--- config.mk ---
export PLATFORM = sky130hd
export DESIGN_NAME = bf2i_bundle_ctrl_flat
export DESIGN_NICKNAME = d
export VERILOG_FILES = /design/src/rtl/bf2i_bundle_ctrl_if.sv /design/src/rtl/bf2i_bundle_ctrl.sv /design/src/flat_wrapper.sv
export SDC_FILE = /design/constraint.sdc
export NUM_CORES = 1
export LEC_CHECK = 0
export ABC_AREA = 1
export ABC_CLOCK_PERIOD_IN_PS = 3100
export CORE_MARGIN = 4
export CORE_UTILIZATION = 35
export DETAILED_ROUTE_END_ITERATION = 12
export GPL_TIMING_DRIVEN = 0
export SYNTH_ARGS = -nofsm -noshare
export SYNTH_HDL_FRONTEND = slang
export SYNTH_SLANG_ARGS = --single-unit
--- constraint.sdc ---
create_clock -name clk -period 3.1 [get_ports clk]
set_input_delay 0.31 -clock clk [delete_from_list [all_inputs] [get_ports clk]]
set_output_delay 0.31 -clock clk [all_outputs]
set_load 0.05 [all_outputs]
--- src/rtl/bf2i_bundle_ctrl_if.sv ---
// Handshake bundle between the BF2I frame sequencer and its neighbours.
// Input side: block source -> controller (in_valid/in_ready/in_blk).
// Output side: controller -> next stage (out_valid/out_ready/out_blk/out_last).
// master: the surrounding environment (source + sink); slave: the controller.
interface bf2i_bundle_ctrl_if #(
  parameter int BLK_W = 5
);
  logic             in_valid;
  logic             in_ready;
  logic [BLK_W-1:0] in_blk;
  logic             out_valid;
  logic             out_ready;
  logic [BLK_W-1:0] out_blk;
  logic             out_last;

  modport master (
    output in_valid,
    output out_ready,
    input  in_ready,
    input  in_blk,
    input  out_valid,
    input  out_blk,
    input  out_last
  );

  modport slave (
    input  in_valid,
    input  out_ready,
    output in_ready,
    output in_blk,
    output out_valid,
    output out_blk,
    output out_last
  );
endinterface

--- src/rtl/bf2i_bundle_ctrl.sv ---
// Frame sequencer for the parallel BF2I butterfly bundle.
// Accepts FRAME_BLKS blocks per frame, drives the bundle enable, tracks valid
// tokens through the PIPE_LAT-deep datapath and presents them downstream.
// Downstream backpressure (out_valid & ~out_ready) freezes the whole pipe.
// Optional feature macro: BF2I_CTRL_PERF_EN adds perf_cycles/perf_stalls.
module bf2i_bundle_ctrl #(
  parameter int FRAME_BLKS = 32,
  parameter int PIPE_LAT   = 1,
  parameter int BLK_W      = 5
) (
  input  logic             clk,
  input  logic             rst_n,
  input  logic             start,
  bf2i_bundle_ctrl_if.slave bus,
  output logic             bf_en,
  output logic             busy,
  output logic             frame_done
`ifdef BF2I_CTRL_PERF_EN
  ,
  output logic [15:0]      perf_cycles,
  output logic [15:0]      perf_stalls
`endif
);

  localparam logic [1:0] IDLE  = 2'd0;
  localparam logic [1:0] RUN   = 2'd1;
  localparam logic [1:0] DRAIN = 2'd2;
  localparam logic [1:0] DONE  = 2'd3;

  localparam logic [BLK_W-1:0] LAST_BLK = BLK_W'(FRAME_BLKS - 1);

  logic [1:0]          state;
  logic [1:0]          state_nxt;
  logic [BLK_W-1:0]    blk_cnt;
  logic                stall;
  logic                advance;
  logic                accept;

  // Token pipe: index 0 is the newest stage, PIPE_LAT-1 faces the output.
  logic [PIPE_LAT-1:0] vld_p;
  logic [PIPE_LAT-1:0] vld_nxt;
  logic [BLK_W-1:0]    blk_p [PIPE_LAT];

  // Saturating 16-bit increment for the performance counters.
  function automatic logic [15:0] sat_inc16(input logic [15:0] v);
    return (v == 16'hFFFF) ? v : v + 16'd1;
  endfunction

  // Handshake and enable decode; a stalled output freezes everything.
  assign stall         = vld_p[PIPE_LAT-1] & ~bus.out_ready;
  assign advance       = ~stall;
  assign busy          = (state != IDLE);
  assign bf_en         = advance & busy;
  assign bus.in_ready  = (state == RUN) & advance;
  assign accept        = bus.in_valid & bus.in_ready;
  assign bus.in_blk    = blk_cnt;
  assign bus.out_valid = vld_p[PIPE_LAT-1];
  assign bus.out_blk   = blk_p[PIPE_LAT-1];
  assign bus.out_last  = vld_p[PIPE_LAT-1] & (blk_p[PIPE_LAT-1] == LAST_BLK);
  assign frame_done    = (state == DONE);

  // Next contents of the valid pipe: shift in the accept flag when advancing.
  always_comb begin
    vld_nxt = vld_p;
    if (advance) begin
      vld_nxt[0] = accept;
      for (int i = 1; i < PIPE_LAT; i++) begin
        vld_nxt[i] = vld_p[i-1];
      end
    end
  end

  // Frame FSM: DRAIN ends once the last token has left the pipe.
  always_comb begin
    state_nxt = state;
    case (state)
      IDLE:    if (start) state_nxt = RUN;
      RUN:     if (accept && (blk_cnt == LAST_BLK)) state_nxt = DRAIN;
      DRAIN:   if (vld_nxt == '0) state_nxt = DONE;
      DONE:    state_nxt = IDLE;
      default: state_nxt = IDLE;
    endcase
  end

  // State register.
  always_ff @(posedge clk or negedge rst_n) begin
    if (!rst_n) begin
      state <= IDLE;
    end else begin
      state <= state_nxt;
    end
  end

  // Accept counter: block index handed to the twiddle/ROM address, wraps per frame.
  always_ff @(posedge clk or negedge rst_n) begin
    if (!rst_n) begin
      blk_cnt <= '0;
    end else if (accept) begin
      blk_cnt <= (blk_cnt == LAST_BLK) ? '0 : blk_cnt + BLK_W'(1);
    end
  end

  // Valid pipe register; bubbles enter as zeros.
  always_ff @(posedge clk or negedge rst_n) begin
    if (!rst_n) begin
      vld_p <= '0;
    end else begin
      vld_p <= vld_nxt;
    end
  end

  // Index pipe travels alongside the valid pipe and holds under stall.
  always_ff @(posedge clk or negedge rst_n) begin
    if (!rst_n) begin
      for (int i = 0; i < PIPE_LAT; i++) begin
        blk_p[i] <= '0;
      end
    end else if (advance) begin
      blk_p[0] <= blk_cnt;
      for (int i = 1; i < PIPE_LAT; i++) begin
        blk_p[i] <= blk_p[i-1];
      end
    end
  end

`ifdef BF2I_CTRL_PERF_EN
  // Frame statistics: cleared on an accepted start, counted while RUN/DRAIN, held afterwards.
  always_ff @(posedge clk or negedge rst_n) begin
    if (!rst_n) begin
      perf_cycles <= '0;
      perf_stalls <= '0;
    end else if ((state == IDLE) && start) begin
      perf_cycles <= '0;
      perf_stalls <= '0;
    end else if ((state == RUN) || (state == DRAIN)) begin
      perf_cycles <= sat_inc16(perf_cycles);
      if (stall) perf_stalls <= sat_inc16(perf_stalls);
    end
  end
`endif

endmodule

--- src/flat_wrapper.sv ---
// flat-port wrapper written by rule: the top's interface ports become plain ports
module bf2i_bundle_ctrl_flat 
#(
  parameter int FRAME_BLKS = 32,
  parameter int PIPE_LAT   = 1,
  parameter int BLK_W      = 5
)
  (clk, rst_n, start, bf_en, busy, frame_done, bus_in_valid, bus_out_ready, bus_in_ready, bus_in_blk, bus_out_valid, bus_out_blk, bus_out_last);
  bf2i_bundle_ctrl_if #(.BLK_W(BLK_W)) bus_i ();
  input  logic clk;
  input  logic rst_n;
  input  logic start;
  output logic bf_en;
  output logic busy;
  output logic frame_done;
  input wire logic [$bits(bus_i.in_valid)-1:0] bus_in_valid;
  input wire logic [$bits(bus_i.out_ready)-1:0] bus_out_ready;
  output wire logic [$bits(bus_i.in_ready)-1:0] bus_in_ready;
  output wire logic [$bits(bus_i.in_blk)-1:0] bus_in_blk;
  output wire logic [$bits(bus_i.out_valid)-1:0] bus_out_valid;
  output wire logic [$bits(bus_i.out_blk)-1:0] bus_out_blk;
  output wire logic [$bits(bus_i.out_last)-1:0] bus_out_last;
  assign bus_i.in_valid = bus_in_valid;
  assign bus_i.out_ready = bus_out_ready;
  assign bus_in_ready = bus_i.in_ready;
  assign bus_in_blk = bus_i.in_blk;
  assign bus_out_valid = bus_i.out_valid;
  assign bus_out_blk = bus_i.out_blk;
  assign bus_out_last = bus_i.out_last;
  bf2i_bundle_ctrl #(.FRAME_BLKS(FRAME_BLKS), .PIPE_LAT(PIPE_LAT), .BLK_W(BLK_W)) u_core (.clk(clk), .rst_n(rst_n), .start(start), .bus(bus_i), .bf_en(bf_en), .busy(busy), .frame_done(frame_done));
endmodule
==> results_dict.tcl <==
set metrics [dict create \
    syn_to_final_growth_pct 35.92 \
    finalSetupTns_ps 0 \
    antenna_cells 0 \
    cap_violations 0 \
    cts_root_buf "clkbuf_4" \
    setup_violations 0 \
    grt_pass1_vias 573 \
    antenna_left 0 \
    status "finished, final reports clean" \
    slew-limit-headroom_pct 61.29 \
    core-area_um2 1962 \
    drive_gt1_share_pct 13.08 \
    period_share_pct 77.84 \
    place_hpwl_um 1120 \
    grt.total_usage_pct 12.74 \
    path_class "register to primary output" \
    place_congestion 0.7233 \
    worstPathMaxFanout 4 \
    clock.fmax_mhz 414.4 \
    min_path_type "input port to asynchronous set/reset pin" \
    final_common_cell "clkdlybuf4s50_1" \
    synth.area.top_cells "dfrtp_1 (45%), ha_1 (12%), nand2_1 (9.3%)" \
    die_w_um 53.50 \
    grt_pass1_wl_um 2484 \
    critPathSlowestCell "clkdlybuf4s50_1" \
    grt_max_degree 14 \
    dpl.cell_count 130 \
    dr.pass1.iters 4 \
    syn_nets 95 \
    crit_chain "inv_1 > ha_1 > inv_2 > nor2_2 > clkdlybuf4s50_1" \
    wl_per_cell_um 10.69 \
    yosysWarnings 0 \
    ys_seq_area_share_pct 44.91 \
    post-route-min-period_ps 2413 \
    synth.distinct_cells 19 \
    cts.sinks 13 \
    synthCells 83 \
    worstPathRequired_ps 2790 \
    die_y_um 53.50 \
    drcViolationCount 0 \
    gr-total-overflow 0 \
    clk_latency_ps 290 \
    crit_path_end_kind "primary output" \
    yosys.area.top_type_share_pct 44.91 \
    port_buffers 20 \
    post_cts_buffers 0 \
    num_io_pins 21 \
    drt_iter0_markers 4 \
    postSynthAreaPerCell_um2 8.728 \
    clk_path_buf_depth 2 \
    max_stage_delay_ps 810 \
    worstPathArrival_ps 2100 \
    cts_made_buffers 3 \
    wl_um 1433 \
    tightest_slew_ps 578.8 \
    final_cell_mix "clkdlybuf4s50_1 (20), nand2_1 (18), inv_1 (13), dfrtp_1 (13), ha_1 (7)" \
    ctsHoldBuffers 0 \
    antenna_found_initial 0 \
    clk_transition_reported_paths_ps 80 \
    vias 593 \
    yosysTopAreaCell "dfrtp_1" \
    hold_viol_final 0 \
    cts.htree.levels 1 \
    fill_cells 212 \
    instances_no_fill 134 \
    synth_seq_cells 13 \
    post_cts_resized 0 \
    rsz0062_at_grt "false" \
    dieArea_um2 2862 \
    final_max_slew_viol_count 0 \
    rows 16 \
    viasPerCell 4.425 \
    synthesis.area_um2 724.4 \
    start_util_pct 36.93 \
    skew_ps 2.779 \
    crit_path_start_kind "register" \
    cts_tree "built" \
    fin_nets 120 \
]
## state kept, by name (all words and copies together), names as in the netlist
register              cells
u_core.state              2
u_core.bus.out_valid      1
u_core.bus.out_blk        5
u_core.bus.in_blk         5
## layout make-up
cell class / count / area [um^2] / share of cell area [%]
Tap cell: 27 / 33.78 / 3.431
Inverter: 15 / 56.30 / 5.718
Clock buffer: 4 / 26.28 / 2.668
Sequential cell: 13 / 325.3 / 33.04
Timing Repair Buffer: 20 / 200.2 / 20.33
Multi-Input combinational cell: 55 / 342.8 / 34.82
## cells by family (layout without fill, tap and decap cells)
family | Yosys count | after routing | share of synthesized area, %
adder cells (fa/ha/maj) | 7 | 7 | 12.09
AND/OR/NAND/NOR | 39 | 39 | 27.46
buffers and inverters | 15 | 39 | 7.773
AO/OA/AOI/OAI | 9 | 9 | 7.771
flip-flops | 13 | 13 | 44.90
## worst paths after layout
check	start	end	slack [ps]	cells after the start
max in group asynchronous	rst_n	u_core.bus.in_blk[4]	2340	1
min reg2reg	u_core.bus.out_blk[4]	u_core.bus.out_blk[4]	500	2
min	rst_n	u_core.bus.out_blk[4]	380	1
max reg2reg	u_core.bus.in_blk[1]	u_core.state[0]	1540	9
max	u_core.state[1]	bus_in_ready	690	5
min in group clk	u_core.bus.out_blk[4]	u_core.bus.out_blk[4]	500	2
## stage by stage
step	hold WS (ps)	instance area (um^2)	util, %	setup WS (ps)
final	384.2	984.7	50.19	686.9
after global routing	430.9	984.7	50.19	576.8
after CTS	392.0	984.7	50.19	667.0
after detailed placement	481.2	958.4	48.85	835.8
after global placement	484.1	958.4	48.85	828.5
after floorplan	14.41	724.4	-	1270
## worst max-delay path, delay by kind of cell, from the launching register on
family	cells	cell delay (ps)
AND/OR/NAND/NOR	1	130
buffers and inverters	3	1010
adder cells (fa/ha/maj)	1	250
flip-flops	1	420
## cells in the mapped netlist
master   instances
nand3_2          2
nand4_1          5
nor2_2           1
nor3_1           2
or2_2            2
a21oi_1          2
nand2_4          1
nor3_2           1
nand2_1         18
inv_1           13
o21ai_4          1
ha_1             7
nor2_1           5
nand3_1          1
inv_2            2
nand2_2          1
o21ai_1          1
dfrtp_1         13
o21ai_0          5
## layer usage
layer  vias to the layer above  wire (um)  track usage (%)
met3                         5         87            2.817
met1                       259        635            14.46
met2                        18        639            18.98
li1                        311          -                -
met5                         -          0                0
met4                         0         70            12.77
Power is not shown: default switching activity piles up to over one toggle a cycle in this logic, so the estimate is an artifact.
